**src/rtl/lfo_ctrl.sv**
```systemverilog
// rtl/lfo_ctrl.sv - sequences per-sample LFO update strobes, depth ramp and modulation handoff
// One request in flight plus a depth-1 pending slot; extra requests raise a sticky overrun.
module lfo_ctrl #(
  parameter int RAMP_DIV = 256,
  parameter int SETTLE   = 4
) (
  input  logic               clk_i,
  input  logic               reset_i,
  input  logic               sampleReq_i,
  input  logic [3:0]         freqReq_i,
  input  logic [3:0]         depthReq_i,
  input  logic signed [15:0] lfoWave_i,
  input  logic               lfoNewVal_i,
  output logic               lfoUpdate_o,
  output logic [3:0]         freqSetting_o,
  output logic [3:0]         scaleFactor_o,
  output logic signed [15:0] mod_o,
  output logic               modValid_o,
  input  logic               modReady_i,
  output logic               busy_o,
  output logic               overrun_o
);

  localparam int RCW = (RAMP_DIV > 1) ? $clog2(RAMP_DIV) : 1;
  localparam int SCW = (SETTLE > 1) ? $clog2(SETTLE) : 1;

  typedef enum logic [1:0] {S_IDLE, S_STEP, S_SETTLE, S_PRESENT} state_t;

  state_t             state_q, state_d;
  logic               pend_q, pend_d;
  logic [RCW-1:0]     ramp_cnt_q, ramp_cnt_d;
  logic [SCW-1:0]     settle_cnt_q, settle_cnt_d;
  logic               upd_q, upd_d;
  logic [3:0]         freq_q, freq_d;
  logic [3:0]         scale_q, scale_d;
  logic signed [15:0] mod_q, mod_d;
  logic               valid_q, valid_d;
  logic               busy_q, busy_d;
  logic               ovr_q, ovr_d;

  always_comb begin
    state_d      = state_q;
    pend_d       = pend_q;
    ramp_cnt_d   = ramp_cnt_q;
    settle_cnt_d = settle_cnt_q;
    upd_d        = 1'b0;
    freq_d       = freq_q;
    scale_d      = scale_q;
    mod_d        = mod_q;
    valid_d      = valid_q;
    ovr_d        = ovr_q;

    // Requests arriving while busy park in the single pending slot.
    if (state_q != S_IDLE && sampleReq_i) begin
      if (pend_q) ovr_d = 1'b1;
      else        pend_d = 1'b1;
    end

    case (state_q)
      S_IDLE: begin
        if (sampleReq_i || pend_q) begin
          state_d = S_STEP;
          upd_d   = 1'b1;
          freq_d  = freqReq_i;
          pend_d  = sampleReq_i && pend_q;
        end
      end
      S_STEP: begin
        state_d      = S_SETTLE;
        settle_cnt_d = SCW'(SETTLE - 1);
      end
      S_SETTLE: begin
        if (lfoNewVal_i) mod_d = lfoWave_i;
        if (settle_cnt_q == '0) begin
          state_d = S_PRESENT;
          valid_d = 1'b1;
        end else begin
          settle_cnt_d = settle_cnt_q - SCW'(1);
        end
      end
      S_PRESENT: begin
        if (valid_q && modReady_i) begin
          state_d = S_IDLE;
          valid_d = 1'b0;
          // Depth moves one step per RAMP_DIV accepted samples to avoid zipper noise.
          if (ramp_cnt_q == RCW'(RAMP_DIV - 1)) begin
            ramp_cnt_d = '0;
            if (scale_q < depthReq_i)      scale_d = scale_q + 4'd1;
            else if (scale_q > depthReq_i) scale_d = scale_q - 4'd1;
          end else begin
            ramp_cnt_d = ramp_cnt_q + RCW'(1);
          end
        end
      end
      default: state_d = S_IDLE;
    endcase

    busy_d = (state_d != S_IDLE);
  end

  always_ff @(posedge clk_i) begin
    if (reset_i) begin
      state_q      <= S_IDLE;
      pend_q       <= 1'b0;
      ramp_cnt_q   <= '0;
      settle_cnt_q <= '0;
      upd_q        <= 1'b0;
      freq_q       <= 4'd0;
      scale_q      <= 4'd0;
      mod_q        <= 16'sd0;
      valid_q      <= 1'b0;
      busy_q       <= 1'b0;
      ovr_q        <= 1'b0;
    end else begin
      state_q      <= state_d;
      pend_q       <= pend_d;
      ramp_cnt_q   <= ramp_cnt_d;
      settle_cnt_q <= settle_cnt_d;
      upd_q        <= upd_d;
      freq_q       <= freq_d;
      scale_q      <= scale_d;
      mod_q        <= mod_d;
      valid_q      <= valid_d;
      busy_q       <= busy_d;
      ovr_q        <= ovr_d;
    end
  end

  assign lfoUpdate_o   = upd_q;
  assign freqSetting_o = freq_q;
  assign scaleFactor_o = scale_q;
  assign mod_o         = mod_q;
  assign modValid_o    = valid_q;
  assign busy_o        = busy_q;
  assign overrun_o     = ovr_q;

endmodule

```
**config.mk**
```make
export PLATFORM = sky130hd
export DESIGN_NAME = lfo_ctrl
export DESIGN_NICKNAME = d
export VERILOG_FILES = /design/src/rtl/lfo_ctrl.sv
export SDC_FILE = /design/constraint.sdc
export NUM_CORES = 1
export LEC_CHECK = 0
export ABC_AREA = 0
export BUFFER_PORTS_ARGS = -buffer_cell sky130_fd_sc_hd__buf_2
export CAP_MARGIN = 20
export CORE_MARGIN = 2
export CORE_UTILIZATION = 50
export CTS_BUF_LIST = sky130_fd_sc_hd__clkbuf_4 sky130_fd_sc_hd__clkbuf_8 sky130_fd_sc_hd__clkbuf_16
export CTS_CLUSTER_SIZE = 30
export DETAILED_ROUTE_END_ITERATION = 6
export PLACE_DENSITY = 0.79
export SLEW_MARGIN = 0
export SYNTH_ARGS = -nofsm -noshare
export SYNTH_HDL_FRONTEND = slang
export SYNTH_SLANG_ARGS = --single-unit
export TNS_END_PERCENT = 5
```
**constraint.sdc**
```tcl
create_clock -name clk_i -period 3.49 [get_ports clk_i]
set_input_delay 0.5235 -clock clk_i [delete_from_list [all_inputs] [get_ports clk_i]]
set_output_delay 0.5235 -clock clk_i [all_outputs]
set_load 0.01 [all_outputs]
```
======== Yosys cells after proc, flatten, opt, wreduce, memory -nomap -nowiden ========
Cells that the tools add are included.
word-level totals
  bits in registers ....................... 41
  output and inout port bits .............. 28
cells by class
  $add $sub $neg .......................... 4
  order comparisons ....................... 2
  eq/ne operators ......................... 7
  multiplexer cells ....................... 16
  bitwise operators ....................... 1
  reductions and logical operators ........ 19
operators by type and width
  kind                                                 number
  AND reduction 2 bit                                  5
  nonzero test 2 bit                                   5
  adder 8 x 1 -> 8 bit, second input constant          1
  equality test 8 bit, second input constant           1
  two-way mux 2 bit                                    4
  two-way mux 4 bit                                    2
  two-way mux 8 bit                                    1
  case mux 2 bit (4 select lines)                      1
  two-way mux 1 bit                                    6
  != test 2 bit, second input constant                 3
  adder 4 x 1 -> 4 bit, second input constant          1
  equality test 2 bit, second input constant           2
  > comparator 4 bit                                   1
  logical NOT 2 bit                                    2
  < comparator 4 bit                                   1
  case mux 2 bit (2 select lines)                      1
  AND reduction 4 bit                                  1
  subtractor 4 x 1 -> 4 bit, second input constant     1
  logical AND 1 bit                                    3
  AND reduction 3 bit                                  1
  equality test 2 x 1 -> 1 bit, second input constant  1
  case mux 1 bit (2 select lines)                      1
  OR reduction 2 bit                                   1
  subtractor 2 x 1 -> 2 bit, second input constant     1
  2 further kinds                                      2

======== Depth between registers and ports, before layout ========
Gate-level depths: netlist of the first run.
  depth in word-level cells ............... 5
  gate-level depth with buffers ........... 11
  mapped depth without buffers ............ 11

======== Least setup slack after synthesis of the first run ========
OpenSTA, ideal clock, no wires.
  kind .................................... input to register
  from .................................... input depthReq_i[1]
  to ...................................... register scale_q[3] (netlist: scaleFactor_o[3])
  setup time .............................. 0.065 ns
  arrival ................................. 2.542 ns
  setup slack ............................. 0.883 ns
  cell stages on the path ................. 11
  buffers on the path ..................... 0
  cells stage by stage .................... inv_1 ha_1 nor2b_1 o211ai_1 nand2_1 ha_1 a21oi_1 nand2_1 a2111o_1 a21oi_1 nand4b_1
between the ends
  word-level cells in the longest chain between the ends .. 3
RTL lines
  item                                                             line    text
  start: declaration                                               11      input logic [3:0] depthReq_i,
  < comparator 4 bit / > comparator 4 bit (equally long branches)  88, 89
  nonzero test 2 bit (no line)                                     --
  AND reduction 4 bit (no line)                                    --
  end signal: assignment                                           121     scale_q <= scale_d;
  end: declaration                                                 35      logic [3:0] scale_q, scale_d;
Parallel ways exist; a longest one is shown, timed or not.
A chain may end at the register's enable or synchronous reset.

======== Final worst setup path of the first run ========
  from .................................... register scale_q[1] (netlist: scaleFactor_o[1])
  to ...................................... register scale_q[3] (netlist: scaleFactor_o[3])
between the ends
  word-level cells in the longest chain between the ends .. 3
RTL lines
  item                                                             line  text
  subtractor 4 x 1 -> 4 bit, or another cell as far along          89    else if (scale_q > depthReq_i) scale_d = scale_q - 4'd1;
  two-way mux 4 bit / nonzero test 2 bit (equally long branches)   --
  two-way mux 4 bit / AND reduction 4 bit (equally long branches)  --
Parallel ways exist; a longest one is shown, timed or not. The select of a mux whose other input is x is not followed.

==> results.tsv, run 1 <==
stage	metric	value	unit
run_status	status	completed	
yosys	yosys_warnings	0	
clock_network	post_cts_buffers	0	
pwr	vdd_drop_max	0.2184	mV
clock_network	cts_sinks	41	
global_routing	first_global_vias	1405	
placed_design	dpl.hpwl	2570	um
clock_network	clockBufferDepth	2	
global_routing	gr-usage-met1	0.2354	
clock_network	root_buffer	clkbuf_4	
yosys	syn_avg_cell_area	8.596	um^2
route	drtIter0Drc	135	
clock_network	clk_latency	350	ps
route	drt_pass1_iterations	6	
critical_path	cp_slowest_cell	dfxtp_1	
yosys	synth.area.top_cells	dfxtp_1 46%, nand2_1 8.6%, a21oi_1 7.3%	
global_routing	met3_usage	0.05634	
clock_network	ctsResizeCount	0	
floorplan	dieWidth	63.80	um
critical_path	cp.arrival	2960	ps
sta	slew_violations	0	
floorplan	core	0.003390	mm^2
yosys	yosys.area.top_type	dfxtp_1	
sta	fin_setup_tns	0	ps
sta	finalHoldViolCount	0	
floorplan	fp.dieH	63.80	um
yosys	synth_edf_count	0	
sta	min_period	2660	ps
route	finalWirelength	3585	um
sta	post-route-period-util	0.7621	
route	vias	1562	
worst_hold_path	hold_path.class	primary input to flop	
critical_path	critPathRequiredTime	3790	ps
sta	grt_setup_unrepaired	false	
placed_design	gp_congestion	0.7534	
critical_path	path_max_fanout	5	
critical_path	crit_path_end_kind	flop	
final_layout	drive_gt1_frac	0.2672	
pwr	p_per_area	440.5	mW/mm^2
critical_path	critPathKind	flop to flop	
critical_path	start_kind	flop	
sta	tightest_slew	690.8	ps
global_routing	grtUsageTotal	0.1870	
final_layout	fill_cells	298	
critical_path	max_stage_delay	440	ps
sta	fin_skew	3.003	ps
pwr	leakage	0.001009	uW
placed_design	io_buffers	56	
yosys	ys_seq_elements	41	
flow_run	drv_cap	0	
yosys	synth_nets	246	
route	ant_nets	0	
global_routing	grt_max_degree	39	
route	routedWlPerCell	11.64	um
global_routing	grt_busiest_layer	met2	
floorplan	start_util	0.5275	
floorplan	die-area	0.004070	mm^2
route	drt-vias-per-instance	5.071	
global_routing	antenna_found_initial	0	
yosys	netlist_area	0.001788	mm^2
clock_network	cts_tree	built	
yosys	synth_cells	208	
yosys	synth_top_area_frac	0.4591	
floorplan	num_rows	21	
final_layout	final_nets	299	
clock_network	ctsHoldBuffers	0	
final_layout	diodes	0	
final_layout	utilization	0.6331	
yosys	async_reset_ff_frac	0	
sta	clock.fmax	376.0	MHz
yosys	ys_seq_area_frac	0.4591	
yosys	yosys.cell_types.count	35	
clock_network	cts_made_buffers	5	
clock_network	htree_levels	2	
floorplan	num_io_pins	57	
final_layout	area_growth	20.01	%
yosys	synth_ff_type	dfxtp_1	
sta	setup_viol	0	
route	drc_errors	0	
clock_network	clkTransAtPathRegs	120	ps
global_routing	grt_pass1_wl	6003	um
sta	relSlewSlack	0.5395	
global_routing	met2_usage	0.2930	
global_routing	grt_overflow_total	0	
critical_path	path_cells	ha_1 > nor2b_1 > o211ai_1 > nand2_1 > ha_1 > a21oi_1 > nand2_1 > a2111o_1 > a21oi_1 > nand4b_1	
## worst paths after layout
check / start / to / slack, ps / cells past startpoint
max: scaleFactor_o[1]$_SDFFE_PP0P_ / scaleFactor_o[3]$_SDFFE_PP0P_ / 830 / 10
min: lfoWave_i[0] / mod_o[0]$_SDFFE_PP0P_ / 400 / 3
max reg2reg: scaleFactor_o[1]$_SDFFE_PP0P_ / scaleFactor_o[3]$_SDFFE_PP0P_ / 830 / 10
min reg2reg: mod_o[5]$_SDFFE_PP0P_ / mod_o[5]$_SDFFE_PP0P_ / 460 / 2
## routing by layer
layer	wire length, um	vias up
met5	0	-
met3	184	8
met2	1708	38
met1	1644	711
met4	46	0
li1	-	805
## cell families after synthesis
group,count (synthesis),synth area share
muxes,7,0.03919
DFF,41,0.4591
xor gates and xnor gates,8,0.03919
buffers and inverters,17,0.04478
and+or+nand+nor,90,0.2281
adders and majority gates,9,0.06718
AOI/OAI and AO/OA,36,0.1225
## area by class of cell
type / instances / area (um^2) / share of cell area
repair buffers: 56 / 280.3 / 0.1306
clock inverters: 1 / 8.758 / 0.004082
flip-flops and latches: 41 / 820.8 / 0.3825
clock buffers: 7 / 65.06 / 0.03032
well taps: 46 / 57.56 / 0.02682
inverters: 7 / 26.28 / 0.01224
multi-input cells: 150 / 887.1 / 0.4134
## power breakdown
group	total, uW	internal (uW)	switching [uW]
clock	277	121	157
combinational	146	64.1	81.5
sequential	522	499	23.7
## critical path: cells and delay by family (launching register included)
| family | cells | cell delay (ps) |
|---|---|---|
| and+or+nand+nor | 4 | 560 |
| AOI/OAI and AO/OA | 4 | 970 |
| DFF | 1 | 440 |
| adders and majority gates | 2 | 630 |
## registers in the layout, indices dropped and copies added, names as in the netlist
| register | flops |
|---|---|
| busy_o | 1 |
| scaleFactor_o | 4 |
| modValid_o | 1 |
| mod_o | 16 |
| state_q | 2 |
| settle_cnt_q | 2 |
| lfoUpdate_o | 1 |
| ramp_cnt_q | 8 |
| overrun_o | 1 |
| pend_q | 1 |
| freqSetting_o | 4 |
## through the flow
step	hold slack (ps)	worst slack (ps)	instance area [um^2]	total power, uW	std cells
CTS	374.5	838.0	2146	954.8	308
global placement	440.0	705.2	2072	672.9	300
detailed placement	443.8	628.7	2072	677.5	300
global route	367.5	609.1	2146	999.7	308
floorplan	455.0	883.5	1788	630.0	208
finish	400.2	830.4	2146	945.2	308
## placed cells by master, fill, tap and decap left out
master and count:
mux2i_1 7, a21oi_1 26, a31o_2 2, nor4_1 1, dfxtp_1 41, nand4b_1 2
nand4_2 1, inv_1 7, ha_1 8, buf_2 56, nor3_1 4, xnor2_1 3
nor2b_1 3, and3_4 1, nand3b_1 1, a2111o_1 1, nand2_1 41, inv_6 1
or2_2 1, nand4_1 3, o211ai_1 1, xor2_1 5, clkbuf_8 2, a31oi_1 1
o2111ai_4 1, fa_1 1, and3b_1 1, or3_1 1, o21ai_1 1, o21ai_0 3
clkbuf_4 5, and4_1 1, nand3_1 2, nor2_1 27
## synth_stat cells, drive strengths merged (2+ instances only)
| master | number |
|---|---|
| nand4b | 2 |
| o21ai | 4 |
| xor2 | 5 |
| nor2 | 27 |
| buf | 6 |
| inv | 7 |
| xnor2 | 3 |
| nand4 | 4 |
| dfxtp | 41 |
| a21oi | 26 |
| nor2b | 3 |
| clkbuf | 4 |
| nand3 | 2 |
| a31o | 2 |
| nand2 | 41 |
| ha | 8 |
| nor3 | 4 |
| mux2i | 7 |
Power figures use the tool's default switching activity.
==> run 2: changes to the inputs <==
--- a/config.mk
+++ b/config.mk
@@ -9,11 +9,11 @@
 export BUFFER_PORTS_ARGS = -buffer_cell sky130_fd_sc_hd__buf_2
 export CAP_MARGIN = 20
 export CORE_MARGIN = 2
-export CORE_UTILIZATION = 50
+export CORE_UTILIZATION = 45
 export CTS_BUF_LIST = sky130_fd_sc_hd__clkbuf_4 sky130_fd_sc_hd__clkbuf_8 sky130_fd_sc_hd__clkbuf_16
 export CTS_CLUSTER_SIZE = 30
 export DETAILED_ROUTE_END_ITERATION = 6
-export PLACE_DENSITY = 0.79
+export PLACE_DENSITY = 0.75
 export SLEW_MARGIN = 0
 export SYNTH_ARGS = -nofsm -noshare
 export SYNTH_HDL_FRONTEND = slang
==> constraint.sdc (replaced) <==
create_clock -name clk_i -period 2.33 [get_ports clk_i]
set_input_delay 0.3495 -clock clk_i [delete_from_list [all_inputs] [get_ports clk_i]]
set_output_delay 0.3495 -clock clk_i [all_outputs]
set_load 0.01 [all_outputs]
==> results.tsv, run 2 (synthesis results as in run 1) <==
stage	metric	value	unit
global_routing	grt_overflow_total	0	
floorplan	core	0.003744	mm^2
floorplan	start_util	0.4776	
global_routing	antenna_found_initial	0	
pwr	leakage	0.001055	uW
route	finalWirelength	3562	um
pwr	vdd_drop_max	0.4124	mV
route	drt-vias-per-instance	5.009	
sta	min_period	2204	ps
global_routing	met2_usage	0.2748	
critical_path	path_max_fanout	4	
critical_path	critPathRequiredTime	2560	ps
global_routing	grt_max_degree	21	
route	drtIter0Drc	81	
sta	setup_viol	0	
final_layout	largest_reg_flops	16	
final_layout	final_nets	308	
final_layout	diodes	0	
clock_network	htree_levels	2	
clock_network	cts_tree	built	
sta	fin_setup_tns	0	ps
critical_path	crit_path_end_kind	flop	
sta	finalHoldViolCount	0	
route	drc_errors	0	
final_layout	area_growth	26.80	%
sta	post-route-period-util	0.9460	
pwr	netSwitchingPower	381.8	uW
sta	whs	289.8	ps
route	ant_nets	0	
floorplan	dieWidth	67.04	um
clock_network	cts_sinks	41	
final_layout	layout_common_cells	56 x buf_2, 40 x dfxtp_1, 39 x nand2_1	
critical_path	critPathKind	flop to flop	
placed_design	io_buffers	56	
pwr	p_total	1447	uW
pwr	sw_frac_of_total	0.2639	
route	drt_pass1_iterations	4	
run_status	status	completed	
final_layout	multi_input_area	923.4	um^2
clock_network	cts_made_buffers	5	
final_layout	regArea	824.5	um^2
sta	grt_setup_unrepaired	false	
global_routing	met3_usage	0.03885	
clock_network	root_buffer	clkbuf_8	
pwr	p_per_area	638.1	mW/mm^2
sta	slew_violations	0	
final_layout	drive_gt1_frac	0.3148	
sta	tightest_slew	671.2	ps
route	vias	1593	
placed_design	dpl.hpwl	2658	um
clock_network	clkTransAtPathRegs	80	ps
final_layout	fill_cells	360	
global_routing	gr-usage-met1	0.1946	
sta	clock.fmax	453.7	MHz
pwr	p_comb_frac	0.153	
sta	fin_ws	125.8	ps
global_routing	first_global_vias	1399	
global_routing	grt_busiest_layer	met2	
global_routing	grtUsageTotal	0.1663	
route	routedWlPerCell	11.20	um
clock_network	clk_latency	290	ps
pwr	p_seq_frac	0.538	
critical_path	cp.arrival	2430	ps
pwr	p_int	1065	uW
global_routing	grt_pass1_wl	5630	um
floorplan	num_io_pins	57	
final_layout	final_common_cell	buf_2	
sta	relSlewSlack	0.5495	
floorplan	fp.dieH	67.04	um
floorplan	num_rows	22	
critical_path	start_kind	flop	
clock_network	clockBufferDepth	2	
placed_design	dpl_worst_slack	-99.17	ps
sta	fin_skew	5.511	ps
floorplan	die-area	0.004494	mm^2
flow_run	drv_cap	0	
pwr	p_clk_frac	0.309	
placed_design	gp_congestion	0.7978	
worst_hold_path	hold_path.class	primary input to flop	
## run 2: cell count changes in the layout (fill, tap and decap cells not counted), sizes merged
cell and change:
clkinv +1, clkbuf -1, inv -1, buf +9
## run 2: final timing paths
kind                                      start                       endpoint  slack [ps]  cells past startpoint
setup / recovery  scaleFactor_o[1]$_SDFFE_PP0P_  scaleFactor_o[3]$_SDFFE_PP0P_         130                     10
hold / removal                     freqReq_i[3]  freqSetting_o[3]$_SDFFE_PP0P_         290                      3
setup reg to reg  scaleFactor_o[1]$_SDFFE_PP0P_  scaleFactor_o[3]$_SDFFE_PP0P_         130                     10
hold reg to reg          mod_o[14]$_SDFFE_PP0P_         mod_o[14]$_SDFFE_PP0P_         450                      2
## run 2: metrics by stage
| step | cell area, um^2 | cells | utilization |
|---|---|---|---|
| final | 2267 | 318 | 0.6056 |
| after global routing | 2267 | 318 | 0.6056 |
| after CTS | 2242 | 317 | 0.5989 |
| after detailed placement | 2157 | 310 | 0.5762 |
| after global placement | 2157 | 310 | 0.5762 |
| after floorplan | 1810 | 208 | - |
## run 2: repair_timing
action,in CTS,in global routing
hold buffers,0,0
setup buffers,0,1
resized for setup,0,3
endpoints found under the setup margin,0,2
## run 2: cell type report
cell class                 instances  area share
timing repair buffer              65      0.1534
tap                               48     0.02649
clock buffer                       6     0.03366
sequential                        41      0.3637
inverter                           7     0.01159
multi-input combinational        150      0.4073
clock inverter                     1    0.003863
## run 2: critical path, stage by stage, from the launching register on
cell and delay (ps):
dfxtp_4 360, ha_4 210, nor2b_2 150, o211ai_1 220, nand2_2 140, ha_4 270, a21oi_2 150, nand2_2 80
a2111o_1 340, a21oi_1 120, nand4b_1 110
## run 2: routing by layer
metal	part of all wire	routed length, um
met5	0	0
met4	0.026	93
met3	0.047	168
met2	0.48	1694
met1	0.45	1606
## run 2: power by group through the flow
stage               combinational, uW  sequential [uW]  clock [uW]
finish                            222              779         446
global route                      252              786         489
CTS                               224              780         463
detailed placement                223              797           0
global placement                  219              796           0
floorplan                         144              801           0
